### config.mk
export PLATFORM = sky130hd
export DESIGN_NAME = fifo_gray_ptr_ctrl
export DESIGN_NICKNAME = d
export VERILOG_FILES = /design/src/rtl/fifo_gray_pkg.sv /design/src/rtl/fifo_gray_ptr_ctrl_gray_ptr.sv /design/src/rtl/fifo_gray_ptr_ctrl.sv
export SDC_FILE = /design/constraint.sdc
export NUM_CORES = 1
export LEC_CHECK = 0
export ABC_AREA = 1
export CAP_MARGIN = 20
export CELL_PAD_IN_SITES_DETAIL_PLACEMENT = 0
export CELL_PAD_IN_SITES_GLOBAL_PLACEMENT = 2
export CORE_ASPECT_RATIO = 1.1
export CORE_MARGIN = 2
export CORE_UTILIZATION = 29
export DETAILED_ROUTE_END_ITERATION = 8
export GPL_TIMING_DRIVEN = 0
export PLACE_DENSITY_LB_ADDON = 0.25
export SETUP_SLACK_MARGIN = 0.15
export SLEW_MARGIN = 15
export SYNTH_ARGS = -nofsm -noshare
export SYNTH_HDL_FRONTEND = slang
export SYNTH_SLANG_ARGS = --single-unit
### constraint.sdc
create_clock -name clk -period 3.5 [get_ports clk]
set_input_delay 0.7 -clock clk [delete_from_list [all_inputs] [get_ports clk]]
set_output_delay 0.7 -clock clk [all_outputs]
set_load 0.03 [all_outputs]
### src/rtl/fifo_gray_pkg.sv
// rtl/fifo_gray_pkg.sv - Gray/binary conversion and popcount helpers for the FIFO pointer controller
package fifo_gray_pkg;

  // Binary to reflected Gray code
  function automatic logic [31:0] bin2gray_f(input logic [31:0] bin);
    return bin ^ (bin >> 1);
  endfunction

  // Reflected Gray code back to binary (prefix XOR from the MSB down)
  function automatic logic [31:0] gray2bin_f(input logic [31:0] gray);
    logic [31:0] bin;
    bin[31] = gray[31];
    for (int i = 30; i >= 0; i--) begin
      bin[i] = bin[i+1] ^ gray[i];
    end
    return bin;
  endfunction

  // Number of set bits, used to measure how many Gray bits moved in one cycle
  function automatic int unsigned popcount_f(input logic [31:0] v);
    int unsigned cnt;
    cnt = 0;
    for (int i = 0; i < 32; i++) begin
      cnt = cnt + int'(v[i]);
    end
    return cnt;
  endfunction

endpackage

### src/rtl/fifo_gray_ptr_ctrl_gray_ptr.sv
// rtl/fifo_gray_ptr_ctrl_gray_ptr.sv - registered binary + Gray pointer with increment, exposing current and next values
module gray_ptr
  import fifo_gray_pkg::*;
#(
  parameter int WIDTH = 5
) (
  input  logic             clk,
  input  logic             nrst,
  input  logic             inc,
  output logic [WIDTH-1:0] bin_cur,
  output logic [WIDTH-1:0] gray_cur,
  output logic [WIDTH-1:0] bin_nxt,
  output logic [WIDTH-1:0] gray_nxt
);

  logic [31:0] gray_wide;

  // Next pointer: binary wraps naturally at 2^WIDTH, Gray derived from it
  always_comb begin
    bin_nxt   = bin_cur + WIDTH'(inc);
    gray_wide = bin2gray_f(32'(bin_nxt));
    gray_nxt  = gray_wide[WIDTH-1:0];
  end

  // Binary and Gray registered together so they never disagree
  always_ff @(posedge clk) begin
    if (!nrst) begin
      bin_cur  <= '0;
      gray_cur <= '0;
    end else begin
      bin_cur  <= bin_nxt;
      gray_cur <= gray_nxt;
    end
  end

endmodule

### src/rtl/fifo_gray_ptr_ctrl.sv
// rtl/fifo_gray_ptr_ctrl.sv - FIFO pointer controller: arbitration, Gray pointers, registered flags; optional FIFO_GRAY_CHECK_EN Gray-step checker
module fifo_gray_ptr_ctrl
  import fifo_gray_pkg::*;
#(
  parameter int DEPTH      = 16,
  parameter int AFULL_THR  = 12,
  parameter int AEMPTY_THR = 4
) (
  input  logic                       clk,
  input  logic                       nrst,
  input  logic                       w_req,
  input  logic                       r_req,
  output logic                       w_ena,
  output logic                       r_ena,
  output logic [$clog2(DEPTH)-1:0]   w_addr,
  output logic [$clog2(DEPTH)-1:0]   r_addr,
  output logic [$clog2(DEPTH):0]     w_ptr_gray,
  output logic [$clog2(DEPTH):0]     r_ptr_gray,
  output logic [$clog2(DEPTH):0]     usedw,
  output logic                       full,
  output logic                       empty,
  output logic                       almost_full,
  output logic                       almost_empty,
  output logic                       w_fail,
  output logic                       r_fail,
  output logic                       gray_err
);

  localparam int AW = $clog2(DEPTH);
  // Full when the write pointer is one lap ahead: top two Gray bits inverted, rest equal
  localparam logic [AW:0] FULL_MASK = (AW+1)'(3) << (AW - 1);
  localparam logic [AW:0] AFULL_V   = (AW+1)'(AFULL_THR);
  localparam logic [AW:0] AEMPTY_V  = (AW+1)'(AEMPTY_THR);

  logic [AW:0] w_bin_cur, w_bin_nxt, w_gray_nxt;
  logic [AW:0] r_bin_cur, r_bin_nxt, r_gray_nxt;
  logic [AW:0] usedw_nxt;

  // Requests are judged only against registered flags; reset blocks RAM strobes
  always_comb begin
    w_ena = nrst & w_req & ~full;
    r_ena = nrst & r_req & ~empty;
  end

  gray_ptr #(.WIDTH(AW + 1)) u_w_ptr (
    .clk      (clk),
    .nrst     (nrst),
    .inc      (w_ena),
    .bin_cur  (w_bin_cur),
    .gray_cur (w_ptr_gray),
    .bin_nxt  (w_bin_nxt),
    .gray_nxt (w_gray_nxt)
  );

  gray_ptr #(.WIDTH(AW + 1)) u_r_ptr (
    .clk      (clk),
    .nrst     (nrst),
    .inc      (r_ena),
    .bin_cur  (r_bin_cur),
    .gray_cur (r_ptr_gray),
    .bin_nxt  (r_bin_nxt),
    .gray_nxt (r_gray_nxt)
  );

  // RAM addresses drop the lap bit; occupancy from next pointers
  always_comb begin
    w_addr    = w_bin_cur[AW-1:0];
    r_addr    = r_bin_cur[AW-1:0];
    usedw_nxt = w_bin_nxt - r_bin_nxt;
  end

  // Status flags and fail pulses registered from next-pointer values
  always_ff @(posedge clk) begin
    if (!nrst) begin
      usedw        <= '0;
      empty        <= 1'b1;
      full         <= 1'b0;
      almost_empty <= 1'b1;
      almost_full  <= 1'b0;
      w_fail       <= 1'b0;
      r_fail       <= 1'b0;
    end else begin
      usedw        <= usedw_nxt;
      empty        <= (w_gray_nxt == r_gray_nxt);
      full         <= (w_gray_nxt == (r_gray_nxt ^ FULL_MASK));
      almost_empty <= (usedw_nxt <= AEMPTY_V);
      almost_full  <= (usedw_nxt >= AFULL_V);
      w_fail       <= w_req & full;
      r_fail       <= r_req & empty;
    end
  end

`ifdef FIFO_GRAY_CHECK_EN
  logic [AW:0] w_gray_q, r_gray_q;
  logic        w_adv_q, r_adv_q;
  int unsigned w_step, r_step;
  logic        step_viol;

  // Bits moved by each registered Gray pointer since the previous cycle
  always_comb begin
    w_step    = popcount_f(32'(w_ptr_gray ^ w_gray_q));
    r_step    = popcount_f(32'(r_ptr_gray ^ r_gray_q));
    step_viol = (w_step > 1) || (!w_adv_q && (w_step != 0)) ||
                (r_step > 1) || (!r_adv_q && (r_step != 0));
  end

  // Track previous pointers and flag any illegal Gray step (sticky)
  always_ff @(posedge clk) begin
    if (!nrst) begin
      w_gray_q <= '0;
      r_gray_q <= '0;
      w_adv_q  <= 1'b0;
      r_adv_q  <= 1'b0;
      gray_err <= 1'b0;
    end else begin
      w_gray_q <= w_ptr_gray;
      r_gray_q <= r_ptr_gray;
      w_adv_q  <= w_ena;
      r_adv_q  <= r_ena;
      if (step_viol) begin
        gray_err <= 1'b1;
      end
      assert (!step_viol) else $error("gray pointer step violation w=%0d r=%0d", w_step, r_step);
    end
  end
`else
  // Checker not built
  always_comb gray_err = 1'b0;
`endif

endmodule
Word level (Yosys, flattened, before mapping) --
Cells that the tools add are included.
Storage, ports and cells: register bits 31, latch bits 0, memory bits (writable) 0, bits in read-only memories 0, output and inout port bits 32, logic and storage cells 29, memories kept 0
Cells by class: add/subtract/negate cells 3, multipliers 0, div/mod/pow operators 0, order comparisons 2, equality and inequality tests 2, shifts and indexed selects 0, multiplexer cells 0, bitwise gates (word level) 11, reductions and logical operators 0
Operators by type and width (number):
- 5-bit by 1-bit adder with 5-bit output | 2
- 5-bit equality test | 2
- 5-bit by 4-bit bitwise XOR with 5-bit output | 2
- 1-bit AND | 6
- 5-bit by 4-bit >= comparator with 1-bit output (second input constant) | 1
- 5-bit by 3-bit less-or-equal comparator with 1-bit output (second input constant) | 1
- 5-bit subtractor | 1
- 1-bit NOT | 2
- 2-bit NOT | 1

Logic depth before layout (Yosys ltp) --
Gate-level depths: netlist of run 1.
word-level depth 6, mapped depth 19, depth with buffers taken out 18

Cells and area by module --
Synthesis of run 1 repeated with hierarchy kept, for this count alone.
Unflattened totals: cell total of the unflattened synthesis 184, area, all modules 1396.3 um^2
Modules (own cells, without submodules):
- gray_ptr | times used 2, cells each 55, area an instance 406.6 um^2
- fifo_gray_ptr_ctrl | times used 1, cells each 74, area an instance 583.1 um^2

Worst setup path after synthesis of run 1 --
Ideal clock, no wire load.
kind input to register, start in nrst, end reg almost_empty, setup time 0.109 ns, data arrival time 2.928 ns, setup slack 0.463 ns, cell stages on the path 18, cell sequence buf_4 nand2_1 nor2_1 ha_1 ha_1 inv_2 nand2_1 inv_1 nor2_1 ha_1 inv_1 nand2_1 a21oi_2 nand2_1 nand3_1 nand2_2 nand2_1 inv_1
Between the ends: word-level cells in the longest chain between the ends 5, elaborated cells between the ends (all ways) 8
Ends and longest elaborated chain:
- start: declaration | line fifo_gray_ptr_ctrl.sv:10 | input logic nrst,
- 1-bit AND (2 in a row) | line fifo_gray_ptr_ctrl.sv:41 | w_ena = nrst & w_req & ~full;
- via w_ena | line fifo_gray_ptr_ctrl.sv:13 | output logic w_ena,
- 5-bit by 1-bit adder with 5-bit output | line fifo_gray_ptr_ctrl_gray_ptr.sv:20 | bin_nxt = bin_cur + WIDTH'(inc);
- 5-bit subtractor | line fifo_gray_ptr_ctrl.sv:69 | usedw_nxt = w_bin_nxt - r_bin_nxt;
- 5-bit by 3-bit less-or-equal comparator with 1-bit output | line fifo_gray_ptr_ctrl.sv:86 | almost_empty <= (usedw_nxt <= AEMPTY_V);
- end signal: assignment | line fifo_gray_ptr_ctrl.sv:86
- end: declaration | line fifo_gray_ptr_ctrl.sv:23 | output logic almost_empty,
The timed path passes the listed nets, and every way through them passes these cells. A chain may end at the register's enable or synchronous reset.

Worst setup path in the final report of run 1 --
start in w_req, end reg almost_full
Between the ends: word-level cells in the longest chain between the ends 5
Ends and longest elaborated chain:
- start: declaration | line fifo_gray_ptr_ctrl.sv:11 | input logic w_req,
- 1-bit AND (2 in a row) | line fifo_gray_ptr_ctrl.sv:41
- 5-bit by 1-bit adder with 5-bit output | line fifo_gray_ptr_ctrl_gray_ptr.sv:20
- 5-bit subtractor | line fifo_gray_ptr_ctrl.sv:69
- 5-bit by 4-bit >= comparator with 1-bit output | line fifo_gray_ptr_ctrl.sv:87 | almost_full <= (usedw_nxt >= AFULL_V);
- end signal: assignment | line fifo_gray_ptr_ctrl.sv:87
- end: declaration | line fifo_gray_ptr_ctrl.sv:22 | output logic almost_full,
Every way passes these cells.

==> load_flow_metrics.sql, run 1 <==
INSERT INTO impl_metrics (metric_group, metric, value, unit) VALUES
('worst_setup_path', 'crit_path_frequent_cell', 'sky130_fd_sc_hd__nand2_1', ''),
('clock_network', 'clk_pin_slew_worst_paths', '70', 'ps'),
('power', 'leakage', '1.05', 'nW'),
('clock_network', 'h-tree-depth', '2', ''),
('layout', 'drive_gt1_share', '18.7', '%'),
('power', 'vdd_ir_drop_max', '0.000233', 'V'),
('timing', 'report.final.slew_viol_count', '0', ''),
('logic_synthesis', 'yosys_register_bits', '29', ''),
('timing', 'setup_total_negative_slack', '0', 'ps'),
('global_routing', 'first_global_vias', '1234', ''),
('worst_setup_path', 'slowest_stage', 'sky130_fd_sc_hd__clkdlybuf4s50_1', ''),
('floorplan', 'fp.dieH', '81.6', 'um'),
('route', 'route.detailed.vias_per_inst', '4.04', ''),
('clock_network', 'tritoncts.num_buffers', '5', ''),
('status', 'status', 'finished, final reports clean', ''),
('worst_setup_path', 'critical_path.cell_chain', 'clkdlybuf4s50_1, nand2_1, nor2_1, ha_2, ha_1, inv_2, nand2_1, inv_1, nor2_1, ha_1, inv_1, nand2_1, a21oi_2, nand2_1, nand2_1, nand2_1, nand2_2, nand2_1', ''),
('logic_synthesis', 'netlist_instances', '230', ''),
('global_routing', 'globalRouteOverflowTotal', '0', ''),
('worst_setup_path', 'r2r_cells', '15', ''),
('worst_setup_path', 'critical_path.max_fanout', '5', ''),
('logic_synthesis', 'netlist_area', '0.00159', 'mm^2'),
('power', 'report.power.total', '0.000857', 'W'),
('route', 'dr.pass1.iters', '4', ''),
('layout', 'layout.cells.most_common_list', 'sky130_fd_sc_hd__nand2_1, sky130_fd_sc_hd__clkdlybuf4s50_1, sky130_fd_sc_hd__dfxtp_1', ''),
('layout', 'design.final.nets', '283', ''),
('route', 'detail_route.wirelength', '3700', 'um'),
('flow_run', 'maxCapViolations', '0', ''),
('clock_network', 'holdBufCountCts', '0', ''),
('worst_setup_path', 'timing_worst_setup_path_type', 'in -> reg', ''),
('worst_setup_path', 'critPathCaptureType', 'flip-flop', ''),
('worst_setup_path', 'crit-reg2reg-capture', 'almost_full$_SDFF_PN0_', ''),
('worst_setup_path', 'cell_family_contributing_the_most_delay_on_the_critical_path', 'adder cells', ''),
('place', 'portBuffers', '34', ''),
('timing', 'maxClockFrequency', '350', 'MHz'),
('route', 'detail-route-antenna-nets', '0', ''),
('hold_path', 'min_path_cells', '2', ''),
('worst_setup_path', 'critical_path_buf_inv_count', '4', ''),
('worst_setup_path', 'critical_path.startpoint_type', 'input port', ''),
('logic_synthesis', 'async_reset_ff_share', '0', '%'),
('floorplan', 'floorplan_die_area', '0.00609', 'mm^2'),
('power', 'p_sw', '0.000253', 'W'),
('clock_network', 'clk_path_buf_depth', '2', ''),
('timing', 'post-route-period-util', '81.7', '%'),
('logic_synthesis', 'mappedNetlistNets', '241', ''),
('timing', 'setup_violations', '0', ''),
('clock_network', 'clock-sinks', '29', ''),
('hold_path', 'classification_of_the_worst_slack_hold_path', 'reg -> reg', ''),
('timing', 'final.setup_skew', '9.08', 'ps'),
('global_routing', 'antenna_violations_before_repair', '0', ''),
('power', 'power.sequential.fraction', '41.8', '%'),
('worst_setup_path', 'setup_slack_reg_to_reg', '1250', 'ps'),
('place', 'post_place_setup_slack', '-58.7', 'ps'),
('clock_network', 'clkLatencyLatePin', '280', 'ps'),
('worst_setup_path', 'crit_required', '3670', 'ps'),
('hold_path', 'hold_path.startpoint', 'empty$_SDFF_PN1_', ''),
('global_routing', 'grt_first_pass_wirelength', '5930', 'um'),
('timing', 'max_slew.worst_pin.slew', '520', 'ps'),
('logic_synthesis', 'synth-edff-count', '0', ''),
('route', 'routed_wire_length_per_instance', '10.6', 'um'),
('timing', 'postLayoutSetupSlackWorst', '642', 'ps'),
('floorplan', 'die_width', '74.6', 'um'),
('global_routing', 'globalRouteTotalUtil', '13.3', '%'),
('logic_synthesis', 'synth_area_per_cell', '6.91', 'um^2'),
('worst_setup_path', 'crit-reg2reg-launch', 'empty$_SDFF_PN1_', ''),
('place', 'gp_congestion', '0.729', ''),
('floorplan', 'floorplan.core_area', '0.00533', 'mm^2'),
('layout', 'post_layout_utilization_of_the_core', '40.2', '%'),
('layout', 'final_common_cell', 'sky130_fd_sc_hd__nand2_1', ''),
('place', 'dp_hpwl', '2810', 'um'),
('clock_network', 'cts_tree', 'done', ''),
('route', 'num_vias', '1407', '');
final cells by class:
cell class / count / area, um^2
Timing Repair Buffer: 35 / 350
Multi-Input combinational cell: 166 / 861
Buffer: 6 / 46.3
Clock buffer: 7 / 96.3
Clock inverter: 1 / 5.00
Sequential cell: 29 / 581
Tap cell: 75 / 93.8
Fill cell: 593 / 3180
Inverter: 29 / 110
routing by layer:
metal  global-route usage [%]  vias to the layer above  wire length, um
met1                     17.8                      581             1880
li1                         -                      788                -
met2                     19.7                       32             1570
met3                     3.68                        6              170
met4                     5.89                        0               76
met5                        0                        -                0
kinds of logic (layout without fill, tap and decap cells):
kind of cell,Yosys count,count (layout),synth area share (%)
AO/OA/AOI/OAI,7,7,2.68
XOR/XNOR,1,1,0.551
adder cells (fa/ha/maj),7,7,5.51
buffers and inverters,35,78,9.61
flip-flops,29,29,36.5
other,1,1,0.236
AND/OR/NAND/NOR,150,150,44.9
cell usage after synthesis, types with 2 or more instances:
cell type / count / area share, %
sky130_fd_sc_hd__inv_1: 22 / 5.2
sky130_fd_sc_hd__o21ai_0: 2 / 0.63
sky130_fd_sc_hd__nand4_1: 8 / 3.1
sky130_fd_sc_hd__nand2_2: 15 / 5.9
sky130_fd_sc_hd__nand3_1: 8 / 2.5
sky130_fd_sc_hd__nand2_1: 82 / 19
sky130_fd_sc_hd__dfxtp_1: 29 / 37
sky130_fd_sc_hd__nand3_2: 4 / 2.5
sky130_fd_sc_hd__buf_4: 3 / 1.4
sky130_fd_sc_hd__nor2_2: 2 / 0.79
sky130_fd_sc_hd__nand2_4: 5 / 3.5
sky130_fd_sc_hd__nor2_1: 24 / 5.7
sky130_fd_sc_hd__ha_1: 7 / 5.5
sky130_fd_sc_hd__nor2_4: 2 / 1.4
sky130_fd_sc_hd__inv_2: 5 / 1.2
sky130_fd_sc_hd__a21oi_1: 3 / 0.94
how the worst max path moves through the flow:
| stage | start | endpoint | slack (ps) | cells past startpoint |
|---|---|---|---|---|
| after floorplan | nrst | almost_empty$_SDFF_PN1_ | 460 | 18 |
| after global placement | nrst | almost_empty$_SDFF_PN1_ | -90 | 18 |
| after detailed placement | nrst | almost_empty$_SDFF_PN1_ | -60 | 18 |
| after CTS | nrst | almost_empty$_SDFF_PN1_ | 230 | 18 |
| after global routing | r_req | almost_full$_SDFF_PN0_ | 380 | 17 |
| final | w_req | almost_full$_SDFF_PN0_ | 640 | 18 |
power groups by stage:
stage	registers [W]	logic, W	clock network (W)
after floorplan	0.000410	0.0000815	0
after global placement	0.000366	0.000192	0
after detailed placement	0.000366	0.000191	0
after CTS	0.000359	0.000193	0.000322
after global routing	0.000360	0.000211	0.000334
final	0.000358	0.000190	0.000308
worst reg2reg max path: stages, from the launching register on:
cell                      delay [ps]
sky130_fd_sc_hd__dfxtp_1         320
sky130_fd_sc_hd__nor2_1          150
sky130_fd_sc_hd__ha_2            230
sky130_fd_sc_hd__ha_1            230
sky130_fd_sc_hd__buf_2           170
sky130_fd_sc_hd__nor2_2          150
sky130_fd_sc_hd__nor2_1           60
sky130_fd_sc_hd__ha_1            200
sky130_fd_sc_hd__inv_1            50
sky130_fd_sc_hd__nand2_1          90
sky130_fd_sc_hd__a21oi_2         150
sky130_fd_sc_hd__nand2_1          70
sky130_fd_sc_hd__nand2_1          60
sky130_fd_sc_hd__nand2_1          60
sky130_fd_sc_hd__nand2_2          90
sky130_fd_sc_hd__nand2_1          50
flip-flops by register name (all words and copies together), names as in the netlist:
signal	cells
u_r_ptr.gray_cur	5
u_w_ptr.gray_cur	5
usedw	5
u_r_ptr.bin_cur	4
u_w_ptr.bin_cur	4
almost_empty	1
almost_full	1
empty	1
full	1
r_fail	1
w_fail	1
metrics by stage:
stage | area [um^2] | std cells
2_1_floorplan | 1590 | 230
3_3_place_gp | 2020 | 339
3_5_place_dp | 2020 | 339
4_1_cts | 2120 | 347
5_1_grt | 2140 | 348
6_report | 2140 | 348
what timing repair did:
item                       in CTS  in global routing
setup buffers                   0                  1
resized for setup               0                  4
setup endpoints to repair       0                  3
Power figures use the tool's default switching activity.
==> inputs of run 2 (changes only) <==
--- a/config.mk
+++ b/config.mk
@@ -11,7 +11,7 @@
 export CELL_PAD_IN_SITES_GLOBAL_PLACEMENT = 2
 export CORE_ASPECT_RATIO = 1.1
 export CORE_MARGIN = 2
-export CORE_UTILIZATION = 29
+export CORE_UTILIZATION = 24
 export DETAILED_ROUTE_END_ITERATION = 8
 export GPL_TIMING_DRIVEN = 0
 export PLACE_DENSITY_LB_ADDON = 0.25
==> constraint.sdc (replaced) <==
create_clock -name clk -period 2.6 [get_ports clk]
set_input_delay 0.52 -clock clk [delete_from_list [all_inputs] [get_ports clk]]
set_output_delay 0.52 -clock clk [all_outputs]
set_load 0.03 [all_outputs]
==> run 2 against run 1 <==
Compared with the run above: non-clock buffer count grew 6; first-iteration DRC count down 29%; routed wire length increased by 9.7%; clock-buffer cell count unchanged; combinational power up 44%; register-to-register slack worse by 690 ps; largest cell class unchanged; highest routed layer unchanged.
==> load_flow_metrics.sql, run 2 (same netlist as run 1, synthesis figures left out) <==
INSERT INTO impl_metrics (metric_group, metric, value, unit) VALUES
('worst_setup_path', 'timing_worst_setup_path_type', 'in -> out', ''),
('timing', 'setup_repair_after_global_routing_missed_its_margin', 'no', ''),
('power', 'report.power.total', '0.00113', 'W'),
('power', 'p_per_area', '502', 'mW/mm^2'),
('route', 'num_vias', '1478', ''),
('floorplan', 'floorplan_die_area', '0.00729', 'mm^2'),
('timing', 'postLayoutSetupSlackWorst', '319', 'ps'),
('timing', 'report.final.slew_viol_count', '0', ''),
('worst_setup_path', 'critPathMaxStageDelay', '650', 'ps'),
('place', 'gp_congestion', '0.719', ''),
('worst_setup_path', 'r2r_cells', '16', ''),
('worst_setup_path', 'setup_slack_reg_to_reg', '560', 'ps'),
('floorplan', 'initial_core_util', '24.4', '%'),
('place', 'dp_hpwl', '3040', 'um'),
('worst_setup_path', 'crit_required', '2080', 'ps'),
('clock_network', 'cts_tree', 'done', ''),
('hold_path', 'classification_of_the_worst_slack_hold_path', 'reg -> reg', ''),
('route', 'route.detailed.vias_per_inst', '4.11', ''),
('worst_setup_path', 'crit-reg2reg-launch', 'empty$_SDFF_PN1_', ''),
('global_routing', 'antenna_violations_before_repair', '0', ''),
('power', 'vdd_ir_drop_max', '0.000222', 'V'),
('floorplan', 'std_cell_rows', '31', ''),
('timing', 'setup_violations', '0', ''),
('layout', 'final_common_cell', 'sky130_fd_sc_hd__nand2_1', ''),
('floorplan', 'die_width', '81.6', 'um'),
('route', 'detail_route.iter0.violations', '32', ''),
('layout', 'n_antenna_cell', '0', ''),
('global_routing', 'globalRouteTotalUtil', '12.7', '%'),
('clock_network', 'clkLatencyLatePin', '280', 'ps'),
('clock_network', 'tritoncts.num_buffers', '5', ''),
('status', 'status', 'finished, final reports clean', ''),
('worst_setup_path', 'critPathLaunch', 'nrst', ''),
('layout', 'drive_gt1_share', '23.0', '%'),
('global_routing', 'first_global_vias', '1434', ''),
('clock_network', 'h-tree-depth', '2', ''),
('route', 'detail_route.wirelength', '4050', 'um'),
('floorplan', 'fp.dieH', '89.3', 'um'),
('floorplan', 'floorplan.core_area', '0.00652', 'mm^2'),
('global_routing', 'grt_start_max_net_pins', '11', ''),
('place', 'post_place_setup_slack', '-557', 'ps'),
('global_routing', 'globalRouteOverflowTotal', '0', ''),
('clock_network', 'clk_pin_slew_worst_paths', '60', 'ps'),
('timing', 'final.setup_skew', '4.24', 'ps'),
('timing', 'maxClockFrequency', '438', 'MHz'),
('clock_network', 'clk_path_buf_depth', '2', ''),
('worst_setup_path', 'critical_path.max_fanout', '5', ''),
('flow_run', 'maxCapViolations', '0', ''),
('clock_network', 'ctsRootBufferMaster', 'sky130_fd_sc_hd__clkbuf_8', ''),
('route', 'routed_wire_length_per_instance', '11.3', 'um'),
('route', 'dr.pass1.iters', '4', ''),
('worst_setup_path', 'worstPathArrival', '1760', 'ps'),
('power', 'leakage', '1.07', 'nW'),
('route', 'drc_errors', '0', ''),
('timing', 'setup_total_negative_slack', '0', 'ps'),
('place', 'portBuffers', '34', ''),
('worst_setup_path', 'critPathCaptureType', 'primary output', ''),
('timing', 'max_slew_margin', '65.6', '%'),
('layout', 'layout-area-overhead-vs-synth', '42.4', '%'),
('timing', 'post-route-period-util', '87.7', '%'),
('clock_network', 'holdBufCountCts', '0', ''),
('place', 'dpl_cell_area', '0.00211', 'mm^2'),
('layout', 'reg_top3', 'u_r_ptr.gray_cur: 5 flops, u_w_ptr.gray_cur: 5 flops, usedw: 5 flops', ''),
('worst_setup_path', 'critical_path.startpoint_type', 'input port', ''),
('timing', 'endpoints_failing_hold', '0', ''),
('worst_setup_path', 'critical_path.endpoint', 'w_ena', ''),
('worst_setup_path', 'slowest_stage', 'sky130_fd_sc_hd__clkdlybuf4s50_1', ''),
('global_routing', 'grt_first_pass_wirelength', '6950', 'um'),
('route', 'detail-route-antenna-nets', '0', ''),
('worst_setup_path', 'critical_path.cell_chain', 'clkbuf_2, buf_6, nand2_2, nor2_4, buf_4, clkdlybuf4s50_1', ''),
('layout', 'final_cell_area', '0.00226', 'mm^2'),
('layout', 'layout.cells.most_common_list', 'sky130_fd_sc_hd__nand2_1, sky130_fd_sc_hd__clkdlybuf4s50_1, sky130_fd_sc_hd__dfxtp_1', ''),
('timing', 'post-route-min-period', '2280', 'ps'),
('layout', 'design.final.nets', '289', ''),
('floorplan', 'pin_count', '36', ''),
('worst_setup_path', 'crit-reg2reg-capture', 'almost_empty$_SDFF_PN1_', ''),
('timing', 'max_slew.worst_pin.slew', '517', 'ps'),
('clock_network', 'clock-sinks', '29', '');
run 2: changes by cell type in the layout (fill, tap and decap cells not counted), moves of 2 or more:
cell and delta:
sky130_fd_sc_hd__buf_4 +6, sky130_fd_sc_hd__ha_4 +4, sky130_fd_sc_hd__ha_1 -3, sky130_fd_sc_hd__nand2_1 -3
sky130_fd_sc_hd__nand2_2 +3, sky130_fd_sc_hd__nor2_4 +3, sky130_fd_sc_hd__clkdlybuf4s50_1 -2, sky130_fd_sc_hd__nor2_1 -2
run 2: how the worst min path moves through the flow:
stage / startpoint / endpoint / cells after the start
after global routing: full$_SDFF_PN0_ / w_fail$_SDFF_PN0_ / 2
after floorplan: empty$_SDFF_PN1_ / r_fail$_SDFF_PN0_ / 2
after CTS: empty$_SDFF_PN1_ / r_fail$_SDFF_PN0_ / 2
final: empty$_SDFF_PN1_ / r_fail$_SDFF_PN0_ / 2
after global placement: full$_SDFF_PN0_ / w_fail$_SDFF_PN0_ / 2
after detailed placement: empty$_SDFF_PN1_ / r_fail$_SDFF_PN0_ / 2
run 2: report_power, final:
group / switching (W) / total [W] / internal [W]
Clock: 0.000165 / 0.000375 / 0.000210
Sequential: 0.0000135 / 0.000487 / 0.000473
Combinational: 0.000161 / 0.000273 / 0.000112
run 2: repair_timing:
action,CTS,global route
setup buffers,5,2
resized for setup,4,5
hold endpoints to repair,0,0
pin swaps,5,1
setup endpoints to repair,9,4
run 2: area by class of cell:
class | instances | area, um^2
Fill cell | 724 | 4250
Multi-Input combinational cell | 166 | 936
Sequential cell | 29 | 581
Timing Repair Buffer | 41 | 389
Inverter | 29 | 115
Tap cell | 82 | 103
Clock buffer | 7 | 86.3
Buffer | 6 | 52.6
run 2: routing by layer:
metal	track usage [%]	vias up	wire, um
li1	-	800	-
met2	21.2	27	1870
met1	15.8	645	1940
met4	4.55	0	70
met3	3.33	6	175
met5	0	-	0
run 2: critical path, delay by kind of cell:
family	cells	cell delay [ps]
AND/OR/NAND/NOR	2	200
buffers and inverters	4	1030
run 2: metrics by stage:
| stage | util (%) | std cells | hold WS, ps |
|---|---|---|---|
| after CTS | 34.4 | 358 | 496 |
| after floorplan | - | 230 | 591 |
| after global placement | 32.4 | 346 | 487 |
| after global routing | 34.7 | 360 | 536 |
| after detailed placement | 32.4 | 346 | 480 |
| final | 34.7 | 360 | 488 |
